### config.mk
export PLATFORM = sky130hd
export DESIGN_NAME = des_wb_master
export DESIGN_NICKNAME = d
export VERILOG_FILES = /design/src/rtl/des_pkg.sv /design/src/rtl/wb_single_xfer.sv /design/src/rtl/des_wb_master.sv
export SDC_FILE = /design/constraint.sdc
export NUM_CORES = 1
export LEC_CHECK = 0
export CAP_MARGIN = 20
export CORE_MARGIN = 4
export CORE_UTILIZATION = 45
export DETAILED_ROUTE_END_ITERATION = 10
export PLACE_DENSITY_LB_ADDON = 0.12
export SETUP_SLACK_MARGIN = 0.1
export SYNTH_ARGS = -nofsm -noshare
export SYNTH_HDL_FRONTEND = slang
export SYNTH_SLANG_ARGS = --single-unit
### constraint.sdc
create_clock -name clk -period 4.16 [get_ports clk]
set_input_delay 0.832 -clock clk [delete_from_list [all_inputs] [get_ports clk]]
set_output_delay 0.832 -clock clk [all_outputs]
set_load 0.005 [all_outputs]
### src/rtl/des_pkg.sv
// des_pkg: shared constants and FSM state type for the DES Wishbone initiator.
package des_pkg;

    localparam int unsigned WB_AW = 32;
    localparam int unsigned WB_DW = 32;

    // Register byte offsets from the DES register file base address
    localparam logic [7:0] DES_KEY_HI_OFF  = 8'h00;
    localparam logic [7:0] DES_KEY_LO_OFF  = 8'h04;
    localparam logic [7:0] DES_DATA_HI_OFF = 8'h08;
    localparam logic [7:0] DES_DATA_LO_OFF = 8'h0C;
    localparam logic [7:0] DES_CTRL_OFF    = 8'h10;
    localparam logic [7:0] DES_STATUS_OFF  = 8'h14;
    localparam logic [7:0] DES_RES_HI_OFF  = 8'h18;
    localparam logic [7:0] DES_RES_LO_OFF  = 8'h1C;

    // CTRL / STATUS bit positions
    localparam int unsigned DES_CTRL_START_BIT   = 0;
    localparam int unsigned DES_CTRL_DECRYPT_BIT = 1;
    localparam int unsigned DES_STATUS_DONE_BIT  = 0;

    typedef enum logic [3:0] {
        IDLE,
        W_KEYH,
        W_KEYL,
        W_DATH,
        W_DATL,
        W_CTRL,
        R_STAT,
        R_RESH,
        R_RESL,
        DONE
    } des_state_e;

endpackage

### src/rtl/wb_single_xfer.sv
// wb_single_xfer: one Wishbone classic single-beat read or write.
// Optional per-beat ack timeout enabled by defining WB_TIMEOUT_EN.
module wb_single_xfer
    import des_pkg::*;
#(
    parameter logic [7:0] TIMEOUT = 8'd64
) (
    input  logic             clk,
    input  logic             reset,
    input  logic             req,
    input  logic [WB_AW-1:0] addr,
    input  logic             we,
    input  logic [WB_DW-1:0] wdata,
    output logic             done_c,
    output logic             err_c,
    output logic [WB_DW-1:0] rdata_c,
    output logic             wb_cyc,
    output logic             wb_stb,
    output logic             wb_we,
    output logic [WB_AW-1:0] wb_addr,
    output logic [WB_DW-1:0] wb_data,
    output logic [3:0]       wb_sel,
    input  logic             wb_ack,
    input  logic [WB_DW-1:0] wb_rdata
);

    // An ack only counts while a beat is actually on the bus
    assign done_c  = wb_cyc & wb_ack;
    assign rdata_c = wb_rdata;

`ifdef WB_TIMEOUT_EN
    logic [7:0] tmo_cnt;

    assign err_c = wb_cyc & ~wb_ack & (tmo_cnt == TIMEOUT - 8'd1);

    // Cycles the current beat has waited for ack; zero whenever the bus is idle
    always_ff @(posedge clk) begin
        if (reset || !wb_cyc) begin
            tmo_cnt <= '0;
        end else begin
            tmo_cnt <= tmo_cnt + 8'd1;
        end
    end
`else
    // Without the timeout a beat never aborts; TIMEOUT has no effect here
    assign err_c = 1'b0 && (TIMEOUT != 8'd0);
`endif

    // Launch a beat on req from idle, drop cyc/stb on the edge after ack or abort
    always_ff @(posedge clk) begin
        if (reset) begin
            wb_cyc  <= 1'b0;
            wb_stb  <= 1'b0;
            wb_we   <= 1'b0;
            wb_addr <= '0;
            wb_data <= '0;
            wb_sel  <= 4'h0;
        end else if (!wb_cyc) begin
            if (req) begin
                wb_cyc  <= 1'b1;
                wb_stb  <= 1'b1;
                wb_we   <= we;
                wb_addr <= addr;
                wb_data <= wdata;
                wb_sel  <= 4'hF;
            end
        end else if (done_c || err_c) begin
            wb_cyc  <= 1'b0;
            wb_stb  <= 1'b0;
            wb_we   <= 1'b0;
            wb_addr <= '0;
            wb_data <= '0;
            wb_sel  <= 4'h0;
        end
    end

endmodule

### src/rtl/des_wb_master.sv
// des_wb_master: runs one DES block operation over Wishbone (key, data,
// ctrl writes, status polling, result readback). Define WB_TIMEOUT_EN to
// abort a transfer that waits TIMEOUT cycles without ack.
module des_wb_master
    import des_pkg::*;
#(
    parameter logic [31:0] BASE_ADDR = 32'h3000_0000,
    parameter logic [15:0] POLL_MAX  = 16'd1024,
    parameter logic [7:0]  TIMEOUT   = 8'd64
) (
    input  logic        clk,
    input  logic        reset,
    input  logic        i_start,
    input  logic [63:0] i_key,
    input  logic [63:0] i_data,
    input  logic        i_decrypt,
    output logic        o_busy,
    output logic        o_valid,
    output logic [63:0] o_result,
    output logic        o_error,
    output logic        o_wb_cyc,
    output logic        o_wb_stb,
    output logic        o_wb_we,
    output logic [31:0] o_wb_addr,
    output logic [31:0] o_wb_data,
    output logic [3:0]  o_wb_sel,
    input  logic        i_wb_ack,
    input  logic [31:0] i_wb_data
);

    des_state_e       state;
    logic [63:0]      key_q;
    logic [63:0]      data_q;
    logic             decrypt_q;
    logic [15:0]      poll_cnt;
    logic             xfer_req;

    logic [7:0]       xfer_off_c;
    logic             xfer_we_c;
    logic [WB_DW-1:0] xfer_wdata_c;
    logic [WB_AW-1:0] xfer_addr_c;
    logic             xfer_done_c;
    logic             xfer_err_c;
    logic [WB_DW-1:0] xfer_rdata_c;

    // Transfer descriptor for the current bus state
    always_comb begin
        xfer_off_c   = DES_KEY_HI_OFF;
        xfer_we_c    = 1'b0;
        xfer_wdata_c = '0;
        case (state)
            W_KEYH: begin
                xfer_off_c   = DES_KEY_HI_OFF;
                xfer_we_c    = 1'b1;
                xfer_wdata_c = key_q[63:32];
            end
            W_KEYL: begin
                xfer_off_c   = DES_KEY_LO_OFF;
                xfer_we_c    = 1'b1;
                xfer_wdata_c = key_q[31:0];
            end
            W_DATH: begin
                xfer_off_c   = DES_DATA_HI_OFF;
                xfer_we_c    = 1'b1;
                xfer_wdata_c = data_q[63:32];
            end
            W_DATL: begin
                xfer_off_c   = DES_DATA_LO_OFF;
                xfer_we_c    = 1'b1;
                xfer_wdata_c = data_q[31:0];
            end
            W_CTRL: begin
                xfer_off_c                         = DES_CTRL_OFF;
                xfer_we_c                          = 1'b1;
                xfer_wdata_c[DES_CTRL_START_BIT]   = 1'b1;
                xfer_wdata_c[DES_CTRL_DECRYPT_BIT] = decrypt_q;
            end
            R_STAT: xfer_off_c = DES_STATUS_OFF;
            R_RESH: xfer_off_c = DES_RES_HI_OFF;
            R_RESL: xfer_off_c = DES_RES_LO_OFF;
            default: xfer_off_c = DES_KEY_HI_OFF;
        endcase
    end

    assign xfer_addr_c = BASE_ADDR + WB_AW'(xfer_off_c);

    // Job sequencing: each completed beat advances the state and requests the next
    always_ff @(posedge clk) begin
        if (reset) begin
            state     <= IDLE;
            key_q     <= '0;
            data_q    <= '0;
            decrypt_q <= 1'b0;
            poll_cnt  <= '0;
            xfer_req  <= 1'b0;
            o_busy    <= 1'b0;
            o_valid   <= 1'b0;
            o_error   <= 1'b0;
            o_result  <= '0;
        end else begin
            xfer_req <= 1'b0;
            o_valid  <= 1'b0;
            o_error  <= 1'b0;
            if (xfer_err_c) begin
                state   <= IDLE;
                o_busy  <= 1'b0;
                o_error <= 1'b1;
            end else begin
                case (state)
                    IDLE: if (i_start) begin
                        key_q     <= i_key;
                        data_q    <= i_data;
                        decrypt_q <= i_decrypt;
                        poll_cnt  <= '0;
                        o_busy    <= 1'b1;
                        xfer_req  <= 1'b1;
                        state     <= W_KEYH;
                    end
                    W_KEYH: if (xfer_done_c) begin
                        xfer_req <= 1'b1;
                        state    <= W_KEYL;
                    end
                    W_KEYL: if (xfer_done_c) begin
                        xfer_req <= 1'b1;
                        state    <= W_DATH;
                    end
                    W_DATH: if (xfer_done_c) begin
                        xfer_req <= 1'b1;
                        state    <= W_DATL;
                    end
                    W_DATL: if (xfer_done_c) begin
                        xfer_req <= 1'b1;
                        state    <= W_CTRL;
                    end
                    W_CTRL: if (xfer_done_c) begin
                        poll_cnt <= '0;
                        xfer_req <= 1'b1;
                        state    <= R_STAT;
                    end
                    R_STAT: if (xfer_done_c) begin
                        if (xfer_rdata_c[DES_STATUS_DONE_BIT]) begin
                            xfer_req <= 1'b1;
                            state    <= R_RESH;
                        end else if (poll_cnt + 16'd1 == POLL_MAX) begin
                            poll_cnt <= poll_cnt + 16'd1;
                            o_error  <= 1'b1;
                            o_busy   <= 1'b0;
                            state    <= IDLE;
                        end else begin
                            poll_cnt <= poll_cnt + 16'd1;
                            xfer_req <= 1'b1;
                        end
                    end
                    R_RESH: if (xfer_done_c) begin
                        o_result[63:32] <= xfer_rdata_c;
                        xfer_req        <= 1'b1;
                        state           <= R_RESL;
                    end
                    R_RESL: if (xfer_done_c) begin
                        o_result[31:0] <= xfer_rdata_c;
                        state          <= DONE;
                    end
                    DONE: begin
                        o_valid <= 1'b1;
                        o_busy  <= 1'b0;
                        state   <= IDLE;
                    end
                    default: state <= IDLE;
                endcase
            end
        end
    end

    wb_single_xfer #(
        .TIMEOUT (TIMEOUT)
    ) u_xfer (
        .clk      (clk),
        .reset    (reset),
        .req      (xfer_req),
        .addr     (xfer_addr_c),
        .we       (xfer_we_c),
        .wdata    (xfer_wdata_c),
        .done_c   (xfer_done_c),
        .err_c    (xfer_err_c),
        .rdata_c  (xfer_rdata_c),
        .wb_cyc   (o_wb_cyc),
        .wb_stb   (o_wb_stb),
        .wb_we    (o_wb_we),
        .wb_addr  (o_wb_addr),
        .wb_data  (o_wb_data),
        .wb_sel   (o_wb_sel),
        .wb_ack   (i_wb_ack),
        .wb_rdata (i_wb_data)
    );

endmodule

Word-level counts from Yosys, hierarchy flattened
Cells that the tools add are included.
Operators by class
  $add $sub $neg: 2
  equality and inequality tests: 23
  multiplexer cells: 50
  bitwise operators: 3
  reductions and logical operators: 14
Operators by type and width (count)
  $mux 32: 5
  $pmux 30 s4: 1
  $mux 16: 4
  $mux 4: 14
  $pmux 16 s3: 1
  $pmux 4 s9: 1
  $pmux 5 s7: 1
  $add 30x8->31 const A: 1
  $mux 1: 20
  $ne 2x1->1 const B: 9
  $add 16x1->16 const B: 1
  $eq 16x11->1 const B: 1
  $eq 4x3->1 const B: 4
  $pmux 2 s5: 1
  $reduce_and 10->1: 1
  $reduce_and 5->1: 2
  $eq 4x2->1 const B: 2
  $eq 4x4->1 const B: 2
  $reduce_and 2->1: 4
  $ne 2x2->1 const B: 3
  $pmux 1 s3: 2
  $reduce_bool 3->1: 2
  $reduce_or 6->1: 1
  $reduce_or 5->1: 1
  7 further kinds: 8
Word-level totals
  register bits: 288
  output and inout bits: 138
  logic and storage cells: 109

Logic depth before layout (Yosys ltp)
Gate-level depths: netlist of run 1.
  depth in word-level cells: 6
  gate-level depth with buffers: 8

Hierarchy
Synthesis of run 1 repeated with hierarchy kept, for this count alone.
Second synthesis, totals
  cells, all modules: 1531
  area total of the unflattened synthesis: 12467.0 sq um
Modules (own cells, without submodules)
  des_wb_master: instances 1, cells each 1196, area an instance 9021.2 sq um
  wb_single_xfer: instances 1, cells each 335, area an instance 3445.8 sq um

Worst setup path before layout of run 1
Ideal clock, no wire load.
  path kind: in2reg
  start point: input port i_wb_data[0]
  end point: register poll_cnt[13]
  library setup time: 0.070 ns
  arrival time: 2.017 ns
  required time: 4.090 ns
  setup slack: 2.072 ns
  cell stages on the path: 4
  path through: clkbuf_1 -> or3_4 -> or4_1 -> a21oi_1
On the way
  cells in the longest elaborated chain, start to end: 2
Ends and longest elaborated chain
  start, declared: RTL line des_wb_master.sv:28  | input logic [31:0] i_wb_data
  $ne 2x2->1 (no line)
  $reduce_and 5->1 (no line)
  end signal, assigned: RTL line des_wb_master.sv:145  | poll_cnt <= poll_cnt + 16'd1;
  end signal, assigned: RTL line des_wb_master.sv:150  | poll_cnt <= poll_cnt + 16'd1;
  end, declared: RTL line des_wb_master.sv:35  | logic [15:0] poll_cnt;
Every way passes these cells.
A chain may end at the register's enable or synchronous reset.

Worst setup path in the final report of run 1
  start point: register state[0]
  end point: register u_xfer.wb_data[27]
On the way
  cells in the longest elaborated chain, start to end: 4
Ends and longest elaborated chain
  start, declared: RTL line des_wb_master.sv:31  | des_state_e state;
  start signal, assigned: RTL line des_wb_master.sv:90  | state <= IDLE;
  start signal, assigned: RTL line des_wb_master.sv:105  | state <= IDLE;
  start signal, assigned: RTL line des_wb_master.sv:117  | state <= W_KEYH;
  $eq 4x3->1, or another cell as far along: RTL line des_wb_master.sv:51  | case (state)
  $pmux 30 s4 *: RTL line des_wb_master.sv:51
  $mux 32 *: RTL line wb_single_xfer.sv:59  | if (req) begin
  $mux 32 *: RTL line wb_single_xfer.sv:58  | end else if (!wb_cyc) begin
  end signal, assigned: RTL line wb_single_xfer.sv:64  | wb_data <= wdata;
  end, declared: RTL line wb_single_xfer.sv:21  | output logic [WB_DW-1:0] wb_data,
Mark *: on every way between the ends. The rest lies on a longest branch, timed or not. The select of a mux whose other input is x is not followed.

==> results.md, run 1 <==
- The core area is roughly 23000 um2.
- The net switching power is roughly 1.5 mW.
- For hold timing, the worst endpoint is o_result[49]$_SDFFE_PP0P_.
- For this run, the register share of the synthesized area comes to ~48%.
- The total internal power is about 4.4 mW.
- The final hold slack is approximately 0.45 ns.
- The area growth from synthesis to layout is 34.52%.
- The highest clock frequency the design can meet is 365.3 MHz.
- The weighted congestion at the end of routability-driven global placement is 0.8474.
- The critical-path maximum fanout is 26.
- Detailed placement ended at an HPWL of 21230 um.
- Of the total power, combinational logic draws 12.0%.
- The number of remaining DRC errors is 0.
- The most used flip-flop cell after synthesis is dfxtp_1.
- After the first detailed-routing iteration, the DRC count stood at around 810.
- The row count is between 50 and 60.
- Setup violations remaining at the end of the flow were counted as 0.
- The number of optimization iterations in the first detailed-route pass is 5.
- The sequential cell area is 5105 um2.
- The number of buffers inserted by port buffering is 275.
- In this run the deepest clock path goes through 3 buffers.
- STA classifies the critical path startpoint as a register.
- The run finished with clean final reports.
- The die covers about 26000 um2.
- The worst setup slack after placement is approximately 1.4 ns.
- The number of buffers added for setup after CTS is 0.
- After clock tree synthesis, the clock-pin slew on the worst setup and hold paths is roughly 0.06 ns.
- The number of distinct library cells after synthesis is 65.
- The share of total power in sequential cells is 45.4%.
- In this run switching power makes up about a quarter of total power.
- Yosys printed 0 warnings.
- Cells fill 62.17% of the core in the end.
- Synthesis handed over a netlist of 1360 instances.
- At the worst endpoint, the required time is around 4.6 ns.
- The repair_antennas step left the layout with diodes totalling 0.
- After layout, the worst setup slack is between 1 and 1.5 ns.
- The worst-margin pin slew is between 1 and 1.5 ns.
- The top-level port count is roughly 300.
- The critical path capture point type is a register.
- IR analysis of the VDD net gives a maximum drop of approximately 0.00023 V.
- The die is 161.4 um wide.
- Across every metal layer, demand over resource in global routing totals between 20% and 30%.
- The overall routed net length is between 30000 and 40000 um.
- The number of inserted filler cells in the final layout is ~2100.
- The mean post-synth cell area is about 7.8 um2.
- The share of the clock period used by the worst path is 65.80%.
- Once the clock tree was built, the resizer swapped 0 gates to a different size.
- The number of slew-limit violations in the final report came to 0.
- STA puts the critical path data arrival time at approximately 3.2 ns.
- The count of final hold-check violations came to 0.
- The netlist area before placement is around 11000 um2.
- For this design, the sink count on the clock tree is between 200 and 300.
- The path class of the lowest-slack min-delay path is register to register.
- Subtracting the final worst setup slack from the clock period gives 2.737 ns.
- TritonCTS built the clock tree.
- Setup repair after global routing left no endpoint under its margin.
- The later pin in the worst-skew pair is clocked with a latency of between 0.5 and 0.6 ns.
- The largest clock skew in the final design is 0.009278 ns.
- Of the cells placed in the final design, the portion with a size suffix greater than 1 is 5.051%.
- The total negative slack for setup checks is 0 ns.
- The level count of the clock H-tree is 1.
- The global-route wire length before repair is 50740 um.
- The start-to-end type of the worst setup path is register to register.
- The reg-to-reg endpoint is u_xfer.wb_data[27]$_SDFFE_PP0P_.
- The count of nets left with antenna violations once routing finished came out at 0.
- The worst pin sits at a relative slew slack of between 30 and 40%.
- The clock network accounts for 42.6% of the total power.
- Clock tree synthesis inserted a total of 27 buffers.
- Counting instances, the worst hold path has a depth of 2.
- The hold buffer count at cts is 0.
- The number of antenna violations at the first check in global routing is 1.
- The net count of the finished layout is roughly 1700.
- The worst register-to-register path begins at state[0]$_SDFFE_PP0P_.
- The number of synthesized register bits is 255.
- The initial cell density of the core is 46.22%.
- Across all register-to-register paths, the minimum setup slack is 1.42 ns.
- In this run, synthesis inferred 0 flip-flops with an integrated enable.
- For this run the aggregate overflow at the end of global routing stands at 0.
- In this run the most critical hold path is launched from o_result[49]$_SDFFE_PP0P_.
- In this run the clock root is driven by a clkbuf_16.
- The async set-or-reset flop fraction in the synthesized netlist is 0%.
- The number of vias per cell is 5.320.
- The largest net degree at the start of global routing is 130.
- The number of global-route vias before repair is ~9500.
- For this block, the via count after detailed routing is just over 10000.
- Summing all multi-input logic gate instances after layout gives just under 5000 um2.
- The analysis attributes to cell leakage a power of about 4.9 nW.
- Dividing total power by cell area gives a power density of around 410 nW/um2.
- The y dimension of the die is ~160 um.
- The logic depth of the worst register-to-register path is 6.
- Dividing the detail-routed wire length by the instance count gives ~17 um.
- The max-capacitance violation count is 0.
[worst max path at each step]
stage                                       to  slack (ns)             startpoint  cells past startpoint
2_1_floorplan        poll_cnt[13]$_SDFFE_PP0P_        2.07           i_wb_data[0]                      4
3_3_place_gp         poll_cnt[13]$_SDFFE_PP0P_        1.48               i_wb_ack                      5
3_5_place_dp         poll_cnt[11]$_SDFFE_PP0P_        1.43               i_wb_ack                      5
4_1_cts        u_xfer.wb_data[27]$_SDFFE_PP0P_        1.42  state[0]$_SDFFE_PP0P_                      6
5_1_grt        u_xfer.wb_data[26]$_SDFFE_PP0P_        1.20  state[0]$_SDFFE_PP0P_                      6
6_report       u_xfer.wb_data[27]$_SDFFE_PP0P_        1.42  state[0]$_SDFFE_PP0P_                      6
[routing by layer]
| metal | track usage [%] | up-vias | wire (um) |
|---|---|---|---|
| li1 | - | 4975 | - |
| met1 | 31.49 | 4735 | 13920 |
| met2 | 38.73 | 330 | 15220 |
| met3 | 4.823 | 50 | 2119 |
| met4 | 5.777 | 2 | 758 |
| met5 | 0 | - | 13 |
[cells by family after synthesis]
family	Yosys count	synth area share [%]
and+or+nand+nor	555	23.01
AOI/OAI and AO/OA	394	20.98
DFF	255	48.20
buffers and inverters	146	6.946
xor gates and xnor gates	6	0.4963
adders and majority gates	2	0.2362
other	1	0.03541
muxes	1	0.09451
[critical path, cell delays in order (launching register included)]
cell	delay [ns]
dfxtp_1	0.97
nor4b_4	0.68
buf_4	0.42
a22oi_1	0.22
a21oi_1	0.21
a21oi_1	0.06
nor2_1	0.11
[cell usage after synthesis (5+ instances only)]
library cell | count | share of area [%]
nand2_1 | 407 | 14
a21oi_1 | 283 | 13
dfxtp_1 | 255 | 48
clkbuf_1 | 64 | 2.3
a22oi_1 | 62 | 4.4
nor2_1 | 56 | 2.0
buf_2 | 42 | 2.0
buf_4 | 34 | 2.4
o21ai_0 | 18 | 0.85
nor3_1 | 14 | 0.66
nand3_1 | 12 | 0.57
or3_1 | 10 | 0.59
a31oi_1 | 6 | 0.35
nor2b_1 | 6 | 0.35
nand2b_1 | 5 | 0.30
nand4_1 | 5 | 0.30
[cell usage in the layout, fill, tap and decap left out, types with 14 or more instances in the layout]
cell / instances
clkbuf_16: 27
a21oi_1: 283
clkdlybuf4s50_1: 274
a22oi_1: 62
conb_1: 27
nand2_1: 406
nor3_1: 14
o21ai_0: 18
dfxtp_1: 255
nor2_1: 55
[power by group through the flow]
| stage | registers [mW] | clock network (mW) | logic (mW) |
|---|---|---|---|
| after floorplan | 2.67 | 0 | 0.437 |
| after global placement | 2.70 | 0 | 0.697 |
| after detailed placement | 2.70 | 0 | 0.704 |
| after CTS | 2.65 | 2.54 | 0.708 |
| after global routing | 2.67 | 2.63 | 0.779 |
| final | 2.65 | 2.49 | 0.704 |
[area by class of cell]
cell class                 instances  area share, %
sequential                       255          35.83
inverter                           5         0.1317
clock buffer                      34          5.137
timing repair buffer             291          20.44
multi-input combinational        985          34.38
clock inverter                    14          1.335
tap                              313          2.749
[flip-flops by register name, summed over array words and instances (netlist names), 3 cells and up]
register,cells
u_xfer.wb_data,32
data_q,64
u_xfer.wb_addr,3
state,4
o_result,64
poll_cnt,16
key_q,64
[metrics by stage]
stage,cell area [um2],power [mW],instances
floorplan,10690,3.105,1386
detailed placement,13330,3.406,1849
CTS,14250,5.894,1897
finish,14250,5.844,1897
global placement,13330,3.395,1849
global route,14250,6.079,1897
Note: power is estimated with default switching activity, not from simulation.
==> inputs of run 2 (changes only) <==
- CORE_UTILIZATION: 45 -> 43
- clock period: 4.16 -> 2.5 ns (I/O delays scaled with it)
==> results.md, run 2 (synthesis results as in run 1) <==
- Input and output buffers added on the ports amount to approximately 280.
- The net switching power is about 2.4 mW.
- The clock tree from TritonCTS is built.
- The die covers between 20000 and 30000 um2.
- The top-level port count is roughly 300.
- The critical path is of the register to register type.
- The number of buffer and inverter instances along the worst setup path is 0.
- Global routing finished with a remaining overflow of 0.
- The switching power as a share of total power is between 20% and 30%.
- The count of routing violations after the opening detailed-route iteration is 840.
- The row count is 57.
- Routability-driven placement finished with a final weighted congestion of between 0.8 and 0.9.
- The number of global-route vias before repair was between 9000 and 10000.
- The clock sink count is 255.
- Post-CTS repair changed the size of 0 cells.
- The critical path capture point type is a register.
- Walking the worst path, the cells encountered are nand4bb_4 > or3_4 > or4_1 > a21oi_1.
- Once detailed placement completed, the half-perimeter wirelength came to 21850 um.
- The level count of the clock H-tree is 1.
- The commonest non-fill, non-tap cell in the layout is nand2_1.
- From synthesis to final layout, the design area changed by 37.38%.
- For the final routed database, the setup TNS stands at 0 ns.
- In the routed layout, each cell is associated on average with a via count of 5.224.
- The core area is approximately 24000 um2.
- The highest clock frequency the design can meet is between 400 and 500 MHz.
- Data on the critical path is required at its endpoint by about 3.0 ns.
- Entering global routing, the biggest net connects 77 pins.
- Setup violations remaining at the end of the flow were counted as 0.
- The first global-routing pass estimated about 50000 um of wire.
- The share of the core filled with cells is approximately three fifths.
- The CTS buffer count is 28.
- The total internal power is ~7.2 mW.
- The number of slew-limit violations in the final report is 0.
- The part of the total power dissipated in the clock network is 41.3%.
- The number of vias in the routed layout is roughly 10000.
- The number of remaining DRC errors is 0.
- For this run, the total global-route usage over all layers was measured as 22.53%.
- The path class of the lowest-slack min-delay path is input pin to register.
- The overall routed net length is 31910 um.
- The run finished with clean final reports.
- In this design, the largest share of critical-path delay is due to simple AND/OR/NAND/NOR gates.
- The number of optimization iterations in the first detailed-route pass is 5.
- The worst path uses a little over four fifths of the clock period.
- The initial cell density of the core is 43.68%.
- Once detail routing completed, the nets flagged for antenna violations numbered 0.
- Setup repair after global routing left no endpoint under its margin.
- The most used routing layer in global routing is met2.
- The element type at the critical path start is a register.
- The leakage component of the power is between 5 and 6 nW.
- The final critical delay including setup and external delays is 2.106 ns.
- Global routing used a little over 30% of the available met1 tracks.
- The clock passes through at most 3 buffers.
- The later pin in the worst-skew pair is clocked with a latency of approximately 0.53 ns.
- Power spread over the standard cell area amounts to between 600 and 700 nW/um2.
- The number of inserted filler cells in the final layout is ~2200.
- The combinational share of power is between 10% and 20%.
- The y dimension of the die is 164.9 um.
- The number of antenna violations at the first check in global routing is 1.
- The critical-path maximum fanout is 13.
- For this design, the CTS-stage hold fixing added 0 buffers.
- In the final layout, the registers with the most flip-flops are data_q (64), key_q (64), o_result (64).
- The library cells used most frequently in the layout, excluding fill and tap cells, are nand2_1 (406), a21oi_1 (283), clkdlybuf4s50_1 (274).
- The worst-margin pin slew is 0.6630 ns.
- Data arrives at the worst endpoint at between 2 and 3 ns.
- 0 antenna diodes ended up in the layout.
- The count of final hold-check violations is 0.
- The total power is between 9 and 10 mW.
- Across the run, the number of max-cap violations was 0.
- The die boundary width is ~160 um.
- After clock tree synthesis, the clock-pin slew on the worst setup and hold paths is about 0.06 ns.
- The largest individual stage delay along the critical path comes from the cell dfxtp_1.
- The worst-case vdd ir drop is roughly 0.0004 V.
- The clock arrives with about 0.0078 ns of skew.
- For met2 alone, demand over resource in global routing was 36.60%.
- Global routing consumed, on the met3 layer, between 4 and 5% of the routing resources.
- The routed length per instance is between 15 and 20 um.
- The root buffer cell chosen for the clock tree is clkbuf_16.
- The largest single stage delay on the critical path is approximately 0.74 ns.
- In this run the post-CTS setup repair buffer count came out at 0.
- The net count reported at finish is ~1800.
- The fraction of final layout cells with drive strength greater than 1 is under 10%.
- The share of total power in sequential cells is a little under half.
- The worst relative slew slack is a little under three fifths.
run 2: cell count changes in the layout (fill, tap and decap cells not counted):
cell / delta
clkbuf_16: +2
clkinv_2: -2
clkinvlp_4: -2
clkbuf_8: +3
inv_16: -1
buf_12: +8
buf_4: +21
clkbuf_1: +1
bufinv_16: -3
inv_8: +1
run 2: cell type report:
cell class | instances | area (um2) | area share (%)
Multi-Input combinational cell | 985 | 4898 | 33.67
Timing Repair Buffer | 320 | 3229 | 22.19
Tap cell | 324 | 405.4 | 2.786
Clock inverter | 7 | 66.31 | 0.4558
Clock buffer | 40 | 827.0 | 5.684
Sequential cell | 255 | 5105 | 35.08
Inverter | 5 | 18.77 | 0.1290
run 2: layer usage:
metal / vias to the layer above / wire, um
li1: 5034 / -
met1: 4676 / 13960
met2: 337 / 14850
met3: 65 / 2199
met4: 2 / 893
met5: - / 13
run 2: worst paths after layout:
path,depth (start not counted),endpoint,from,slack [ns]
hold / removal,2,u_xfer.wb_data[19]$_SDFFE_PP0P_,reset,0.43
hold reg to reg,2,o_result[26]$_SDFFE_PP0P_,o_result[26]$_SDFFE_PP0P_,0.45
setup reg to reg,4,poll_cnt[11]$_SDFFE_PP0P_,state[2]$_SDFFE_PP0P_,0.39
setup / recovery,4,poll_cnt[11]$_SDFFE_PP0P_,state[2]$_SDFFE_PP0P_,0.39
run 2: worst register-to-register path, delay by kind of cell (launching register included):
kind / cells / cell delay (ns)
flops: 1 / 0.74
compound gates: 1 / 0.16
simple gates: 3 / 1.13
run 2: stage by stage:
step                std cells  hold slack, ns  instance area [um2]  setup slack [ns]
floorplan                1386          0.4328                10690            0.6434
global placement         1889          0.4409                13660            0.3731
detailed placement       1889          0.4460                13660            0.3262
CTS                      1936          0.4060                14550            0.3796
global route             1936          0.4384                14550            0.2356
finish                   1936          0.4281                14550            0.3938
run 2: power by group through the flow:
| stage | combinational (mW) | sequential [mW] | clock [mW] |
|---|---|---|---|
| after floorplan | 0.727 | 4.44 | 0 |
| after detailed placement | 1.29 | 4.48 | 0 |
| after global routing | 1.42 | 4.42 | 4.24 |
| final | 1.28 | 4.39 | 3.99 |
| after CTS | 1.29 | 4.39 | 4.08 |
| after global placement | 1.28 | 4.47 | 0 |
==> inputs of run 3 (changes only) <==
- CORE_UTILIZATION: 43 -> 45
- clock period: 2.5 -> 2 ns (I/O delays scaled with it)
==> results.md, run 3 (synthesis results as in run 1) <==
- The detailed router finished its first iteration with 856 violations.
- The critical path capture point type is an output pin.
- Dividing the detail-routed via count by the number of cells gives around 5.3.
- Broken down by cell family, the worst path's largest delay share belongs to buffers and inverters.
- The net count reported at finish is between 1500 and 2000.
- The die covers 26050 um2.
- The congestion estimate from routability-driven global placement came to between 0.8 and 0.9.
- From synthesis to final layout, the design area changed by 42.15%.
- The power per unit of standard cell area is slightly above 800 nW/um2.
- Entering global routing, the biggest net connects 63 pins.
- The repair_antennas step left the layout with diodes totalling 0.
- The largest registers in the layout are data_q (64), key_q (64), o_result (64).
- The area of the multi-input gates is roughly 5000 um2.
- The largest clock skew in the final design is 0.01677 ns.
- After detailed placement, the total cell area comes to roughly 14000 um2.
- The fraction of final layout cells with drive strength greater than 1 is a little over a tenth.
- The critical path is of the register to output pin type.
- The worst-case vdd ir drop is between 0.0005 and 0.0006 V.
- The y dimension of the die is approximately 160 um.
- The final layout contains routed wiring with a total length of 33080 um.
- The number of global-route vias before repair came to between 9000 and 10000.
- At the pin with the least slew margin, the transition time is roughly 0.6 ns.
- For this run, design rule violations remaining after detail routing come to 0.
- After filler insertion, the fill cell instance count of the layout stands at between 2000 and 2500.
- The longest individual stage delay on the worst path is around 0.53 ns.
- The flow ran to the end, and the final reports show no timing, DRC or antenna violations.
- The sequential cell area is approximately 5100 um2.
- The number of buffer and inverter instances along the worst setup path is 1.
- Setup violations remaining at the end of the flow were counted as 0.
- The detail route stage leaves a number of antenna-violating nets equal to 0.
- The routing usage on met1 is 32.17%.
- The final critical delay including setup and external delays is about 1.8 ns.
- The CTS buffer count is 27.
- The root buffer cell chosen for the clock tree is clkbuf_16.
- The clock sink count is 255.
- The total negative slack for setup checks is 0 ns.
- In the layout the commonest cells are nand2_1 (406), a21oi_1 (282), clkdlybuf4s50_1 (271).
- In this run the number of cells on the critical path is 1.
- Clock-pin slew was measured on the worst setup and hold paths at about 0.06 ns.
- The worst register-to-register path has a depth of 9.
- Headroom to the max-slew limit came out at 60.92%.
- The initialized floorplan defines 55 standard-cell rows.
- The number of slew-limit violations in the final report was 0.
- The count of final hold-check violations is 0.
- 303 I/O pins were placed.
- The floorplan step set the die width to 161.4 um.
- The critical-path maximum fanout is 2.
- The level count of the clock H-tree is 1.
- The total overflow left after global routing is 0.
- Max-cap violations in this run came to 0.
- For this run, the total global-route usage over all layers was measured as roughly a quarter.
- Global routing used a little under 4% of the available met3 tracks.
- At the worst endpoint, the required time is about 1.6 ns.
- The slowest cell on the critical path is clkdlybuf4s50_1.
- The share of the clock period used by the worst path is between 90% and 100%.
- Derived from the worst setup path, the maximum achievable clock frequency is 541.5 MHz.
- The number of antenna violations at the first check in global routing was 0.
- The leakage component of the power is 5.390 nW.
- The later-pin clock latency in the skew report is about 0.53 ns.
- The commonest non-fill, non-tap cell in the layout is nand2_1.
- The total half-perimeter wirelength after legalization and detailed placement is between 20000 and 25000 um.
- The initial cell density of the core is between 40 and 50%.
- The routed length per instance is 16.75 um.
- Setup repair after global routing could not meet its margin everywhere.
- The element type at the critical path start is a register.
- The detailed router placed ~10000 vias in this run.
- The first global-routing pass estimated 51350 um of wire.
- The post-route standard cell area excluding fillers is approximately 15000 um2.
- The signal on the critical path passes through clkdlybuf4s50_1.
- The maximum clock path buffer count is 3.
- The number of optimization iterations in the first detailed-route pass is 5.
- In the global route stage, met2 resource usage came out at a little under 40%.
- The worst hold path was traced through 2 stages.
- The global routing stage identified its most utilized layer as met2.
- The tightest min-delay check is of the input pin to register type.
- TritonCTS built the clock tree.
- The number of buffers inserted by port buffering is roughly 280.
- The core region is roughly 23000 um2.
- Data on the critical path arrives at its endpoint at 1.45 ns.
## run 3: changes by cell type in the layout (fill, tap and decap cells not counted), moves of 2 or more
| cell | change |
|---|---|
| buf_12 | +4 |
| buf_4 | +43 |
| buf_6 | +2 |
| clkbuf_16 | -2 |
| clkbuf_8 | +2 |
| clkdlybuf4s50_1 | -3 |
| dfxtp_1 | -12 |
| dfxtp_2 | +11 |
| dlymetal6s2s_1 | +3 |
## run 3: worst paths after layout
path	to	startpoint	slack, ns
setup reg to reg	o_error$_SDFF_PP0_	poll_cnt[1]$_SDFFE_PP0P_	0.17
hold / removal	u_xfer.wb_data[12]$_SDFFE_PP0P_	reset	0.33
setup / recovery	o_wb_data[9]	u_xfer.wb_data[9]$_SDFFE_PP0P_	0.15
hold reg to reg	o_result[37]$_SDFFE_PP0P_	o_result[37]$_SDFFE_PP0P_	0.45
## run 3: layout make-up
class | instances | area share, %
repair buffers | 369 | 24.32
inverters | 5 | 0.1247
clock buffers | 40 | 5.344
well taps | 313 | 2.601
flip-flops and latches | 255 | 34.02
multi-input cells | 985 | 32.94
clock inverters | 8 | 0.6399
## run 3: metal layers
metal | share of wire, % | routed length [um]
met5 | 0 | 0
met4 | 2.5 | 811
met3 | 6.6 | 2191
met2 | 47 | 15630
met1 | 44 | 14450
## run 3: report_power, final
part / internal [mW] / switching [mW]
clock: 3.03 / 2.00
combinational: 0.804 / 0.912
sequential: 5.34 / 0.151
total: 9.17 / 3.06
## run 3: stage by stage
step	worst slack (ns)	utilization [%]	power [mW]	cells	hold slack, ns
after global placement	-0.06347	61.13	7.244	1920	0.4411
after CTS	0.09158	65.14	12.30	1969	0.3056
after detailed placement	-0.1179	61.13	7.272	1920	0.4460
after global routing	0.06401	65.70	12.72	1975	0.3393
final	0.1534	65.70	12.23	1975	0.3259
after floorplan	0.1434	-	6.459	1386	0.4328
## run 3: repair_timing
action,CTS,global route
setup buffers,1,6
pin swaps,1,7
hold buffers,0,0
resized for setup,5,26
setup endpoints to repair,25,70
endpoints found under the hold margin,0,0
==> patch 1 (config.mk and constraints of run 2) <==
Build with the macro `WB_TIMEOUT_EN` defined.
--- a/src/rtl/wb_single_xfer.sv
+++ b/src/rtl/wb_single_xfer.sv
@@ -1,5 +1,7 @@
 // wb_single_xfer: one Wishbone classic single-beat read or write.
 // Optional per-beat ack timeout enabled by defining WB_TIMEOUT_EN.
+`define WB_TIMEOUT_EN
+
 module wb_single_xfer
     import des_pkg::*;
 #(
Function: not settled (the Yosys comparison gave no result); the edit may change what the design does.
==> patch 1 against run 2 <==
Worst hold slack worse by 0.098 ns. Sequential power up 2%. Clock power increased by 14%. Setup slack got worse by 0.11 ns. Cell area up 3.0%. Area after synthesis rose by 2.0%. Fmax fell by 5.0%. Sequential cell count is 8 higher. Critical path depth increased by 3. Non-clock buffer count increased by 10. Wire length is 2.2% higher. Final cell count rose by 2.6%. Total power increased by 5.3%.
==> patch 1: results (changes against run 2) <==
| Metric | Value |
|---|---|
| Status | `complete, no violations` |
| Maximum clock path buffer count | `3 (unchanged)` |
| Final weighted congestion of routability-driven global placement | `0.8361 (-0.50%)` |
| Post-placement setup slack | `-0.2350 ns (-0.5612 ns)` |
| Pleak | `0.005228 uW (+3.5%)` |
| Post-detail-place hpwl | `21,940 um (+0.42%)` |
| Distinct cells, synth | `55 (-15%)` |
| Slowest-stage cell, CP | `sky130_fd_sc_hd__dfxtp_2` |
| Capture endpoint of the worst hold path | `poll_cnt[0]$_SDFFE_PP0P_` |
| TritonCTS Buffers | `29 (+3.6%)` |
| Nets | `1,805 (+2.4%)` |
| Number of antenna violations at the first check in global routing | `3 (+2)` |
| Wire length of the first global-routing pass | `51,610 um (+3.5%)` |
| R2r startpoint | `poll_cnt[0]$_SDFFE_PP0P_` |
| Quantity of gates resized following cts | `0 (unchanged)` |
| Worst r2r path cells | `7 (+3)` |
| Avg Vias per Cell | `5.181 (-0.83%)` |
| Pin slew with the least headroom to its limit | `0.6505 ns (-0.01245 ns)` |
| Global-route usage over all layers | `22.08% (-0.46 points)` |
| Commonest cells post-synth | `sky130_fd_sc_hd__nand2_1, sky130_fd_sc_hd__a21oi_1, sky130_fd_sc_hd__dfxtp_1` |
| Top area cells in the synthesized netlist | `sky130_fd_sc_hd__dfxtp_1, sky130_fd_sc_hd__nand2_1, sky130_fd_sc_hd__a21oi_1` |
| Number of global-route vias before repair | `9,775 (+3.7%)` |
| Worst skew pair latency | `0.56 ns (+0.03 ns)` |
| VDD IR max | `0.0005476 V (+35%)` |
| Cell area after placement | `13,940 um2 (+2.1%)` |
| Sequential area share after synthesis | `48.74% (+0.54 points)` |
| Maximum number of pins on one net before global-route repair | `142 (+84%)` |
| Achievable frequency | `451.2 MHz (-5.0%)` |
| Largest fanout on the critical path | `10 (-3)` |
| End point of the critical path | `state[1]$_SDFFE_PP0P_` |
| Number of violations reported at the end of detailed-routing iteration 0 | `721 (-14%)` |
| Stage delay of the slowest cell on the critical path | `0.37 ns (-0.37 ns)` |
| WL per Instance | `16.43 um (-0.34%)` |
| Worst Clk Skew | `0.01335 ns (+0.005558 ns)` |
| Gate family responsible for the most delay along the worst path | `compound AO/OA/AOI/OAI gates` |
| Share of layout cells above drive strength 1 | `7.651% (+1.0 points)` |
-- patch 1: logic make-up (layout without fill, tap and decap cells) --
group | Yosys count | after routing | share of synthesized area, %
muxes | 1 | 1 | 0.09266
and+or+nand+nor | 566 | 566 | 21.82
AOI/OAI and AO/OA | 403 | 403 | 20.84
adders and majority gates | 3 | 3 | 0.3475
DFF | 263 | 263 | 48.74
buffers and inverters | 148 | 389 | 7.482
other | 1 | 29 | 0.03471
xor gates and xnor gates | 8 | 8 | 0.6485
-- patch 1: per-layer routing --
metal | wire length [um] | up-vias | global-route usage [%] | part of all wire (%)
met3 | 2270 | 51 | 5.546 | 7.0
li1 | - | 5149 | - | -
met1 | 14080 | 4789 | 28.45 | 43
met4 | 744 | 2 | 5.621 | 2.3
met2 | 15520 | 298 | 37.26 | 48
met5 | 12 | - | 0 | 0.037
-- patch 1: final cells by class --
class	instances	area (um2)
inverters	5	18.77
clock buffers	40	847.1
fillers	2210	9540
repair buffers	330	3392
clock inverters	14	187.7
well taps	324	405.4
flip-flops and latches	263	5269
diodes	2	5.005
multi-input cells	1008	4868
-- patch 1: metrics by stage --
step	power, uW	hold WS [ns]	TNS (ns)	utilization [%]	std cells
after floorplan	5189	0.4297	0	-	1419
after global placement	5730	0.4374	-30.96	56.82	1930
after detailed placement	5742	0.4420	-33.99	56.82	1930
after CTS	10290	0.3174	0	61.04	1984
after global routing	10590	0.3372	0	61.11	1986
final	10180	0.3298	0	61.11	1986
-- patch 1: power breakdown --
part | internal, uW | switching (uW) | leakage [uW] | total [uW]
Combinational | 566 | 614 | 0.00257 | 1180
Clock | 2780 | 1740 | 0.000516 | 4530
Sequential | 4370 | 102 | 0.00214 | 4470
Total | 7720 | 2460 | 0.00523 | 10200
==> patch 2 (flow settings as in run 2) <==
Without the edit above. Register the output `o_error` once more; this adds one clock of latency there. The other outputs are not delayed to match.
--- a/src/rtl/des_wb_master.sv
+++ b/src/rtl/des_wb_master.sv
@@ -28,6 +28,8 @@
     input  logic [31:0] i_wb_data
 );
 
+    logic o_error_s0;
+
     des_state_e       state;
     logic [63:0]      key_q;
     logic [63:0]      data_q;
@@ -95,16 +97,16 @@
             xfer_req  <= 1'b0;
             o_busy    <= 1'b0;
             o_valid   <= 1'b0;
-            o_error   <= 1'b0;
+            o_error_s0 <= 1'b0;
             o_result  <= '0;
         end else begin
             xfer_req <= 1'b0;
             o_valid  <= 1'b0;
-            o_error  <= 1'b0;
+            o_error_s0 <= 1'b0;
             if (xfer_err_c) begin
                 state   <= IDLE;
                 o_busy  <= 1'b0;
-                o_error <= 1'b1;
+                o_error_s0 <= 1'b1;
             end else begin
                 case (state)
                     IDLE: if (i_start) begin
@@ -143,7 +145,7 @@
                             state    <= R_RESH;
                         end else if (poll_cnt + 16'd1 == POLL_MAX) begin
                             poll_cnt <= poll_cnt + 16'd1;
-                            o_error  <= 1'b1;
+                            o_error_s0 <= 1'b1;
                             o_busy   <= 1'b0;
                             state    <= IDLE;
                         end else begin
@@ -193,5 +195,9 @@
         .wb_rdata (i_wb_data)
     );
 
+    always_ff @(posedge clk) begin
+        o_error <= o_error_s0;
+    end
+
 endmodule
 
Function: not settled (the Yosys comparison gave no result); the edit may change what the design does.
==> patch 2 against run 2 <==
Area after synthesis increased by 0.19%. Sequential share of layout area decreased by 0.067 points. Synthesized cell count about the same. First-iteration DRC count down 18%. Die area rose by 0.18%. Worst hold slack worse by 0.10 ns. Wire length rose by 0.39%. Total power up 3.0%. Setup slack worse by 0.070 ns. Sequential cell count is 1 higher. Cell area rose by 0.58%.
==> patch 2: results (changes against run 2) <==
| Metric | Value |
|---|---|
| Status | `complete, no violations` |
| VDD IR max | `0.0003701 V (-8.9%)` |
| End point of the critical path | `u_xfer.wb_data[9]$_SDFFE_PP0P_` |
| Filler instances | `2,232 (-0.53%)` |
| Worst hold path startpoint | `o_error_s0$_SDFF_PP0_` |
| Post-placement setup slack | `0.2964 ns (-0.02978 ns)` |
| Sequential area share after synthesis | `48.30% (+0.098 points)` |
| Pleak | `0.005079 uW (+0.56%)` |
| Nets | `1,758 (-0.23%)` |
| Share of layout cells above drive strength 1 | `6.584% (-0.054 points)` |
| Stage delay of the slowest cell on the critical path | `0.59 ns (-0.15 ns)` |
| TritonCTS Buffers | `27 (-3.6%)` |
| Setup crit start | `state[1]$_SDFFE_PP0P_` |
| Commonest cells post-synth | `sky130_fd_sc_hd__nand2_1, sky130_fd_sc_hd__a21oi_1, sky130_fd_sc_hd__dfxtp_1` |
| Slowest-stage cell, CP | `sky130_fd_sc_hd__nor4b_4` |
| Final weighted congestion of routability-driven global placement | `0.8276 (-1.5%)` |
| Classification of the worst-slack hold path | `flop to flop` |
| Capture endpoint of the worst hold path | `o_error$_DFF_P_` |
| Min Hold Slack | `0.3260 ns (-0.1021 ns)` |
| Maximum number of pins on one net before global-route repair | `88 (+14%)` |
| Avg Vias per Cell | `5.238 (+0.26%)` |
| Pin slew with the least headroom to its limit | `0.6794 ns (+0.01639 ns)` |
| Post-route setup slack | `0.3236 ns (-0.07016 ns)` |
| Count of cells along the worst hold path | `0 (-2)` |
| Post-detail-place hpwl | `22,050 um (+0.95%)` |
| Global-route usage over all layers | `22.26% (-0.28 points)` |
## patch 2: cell count changes after synthesis, sizes merged
cell / delta
dfxtp: +1
## patch 2: cells by family (layout without fill, tap and decap cells)
logic type | count (synthesis) | after routing | synth area share [%]
AND/OR/NAND/NOR | 555 | 555 | 22.97
AO/OA/AOI/OAI | 394 | 394 | 20.94
flip-flops | 256 | 256 | 48.30
buffers and inverters | 146 | 369 | 6.933
XOR/XNOR | 6 | 6 | 0.4953
adder cells (fa/ha/maj) | 2 | 2 | 0.2358
other | 1 | 28 | 0.03534
multiplexers | 1 | 1 | 0.09433
## patch 2: per-layer routing
metal | routed length, um | GRT usage (%) | vias to the layer above
li1 | - | - | 5022
met2 | 14670 | 36.53 | 334
met4 | 1061 | 6.843 | 0
met1 | 13920 | 29.57 | 4719
met5 | 0 | 0 | -
met3 | 2384 | 4.617 | 60
## patch 2: stage by stage
stage               total power [uW]  instances  util, %  area [um2]
floorplan                       5184       1387        -       10710
global placement                5763       1886    56.22       13670
detailed placement              5783       1886    56.22       13670
CTS                            10050       1934    60.17       14630
global route                   10360       1935    60.18       14640
finish                          9959       1935    60.18       14640
## patch 2: cell type report
cell class,count,share of cell area [%]
sequential,256,35.02
multi-input combinational,985,33.47
timing repair buffer,316,22.03
clock buffer,42,5.822
tap,324,2.770
clock inverter,6,0.7438
inverter,5,0.1282
antenna,1,0.01710
## patch 2: power breakdown
| group | switching [uW] | internal [uW] | total (uW) |
|---|---|---|---|
| Sequential | 129 | 4280 | 4410 |
| Clock | 1630 | 2630 | 4270 |
| Combinational | 697 | 583 | 1280 |
| Total | 2460 | 7500 | 9960 |
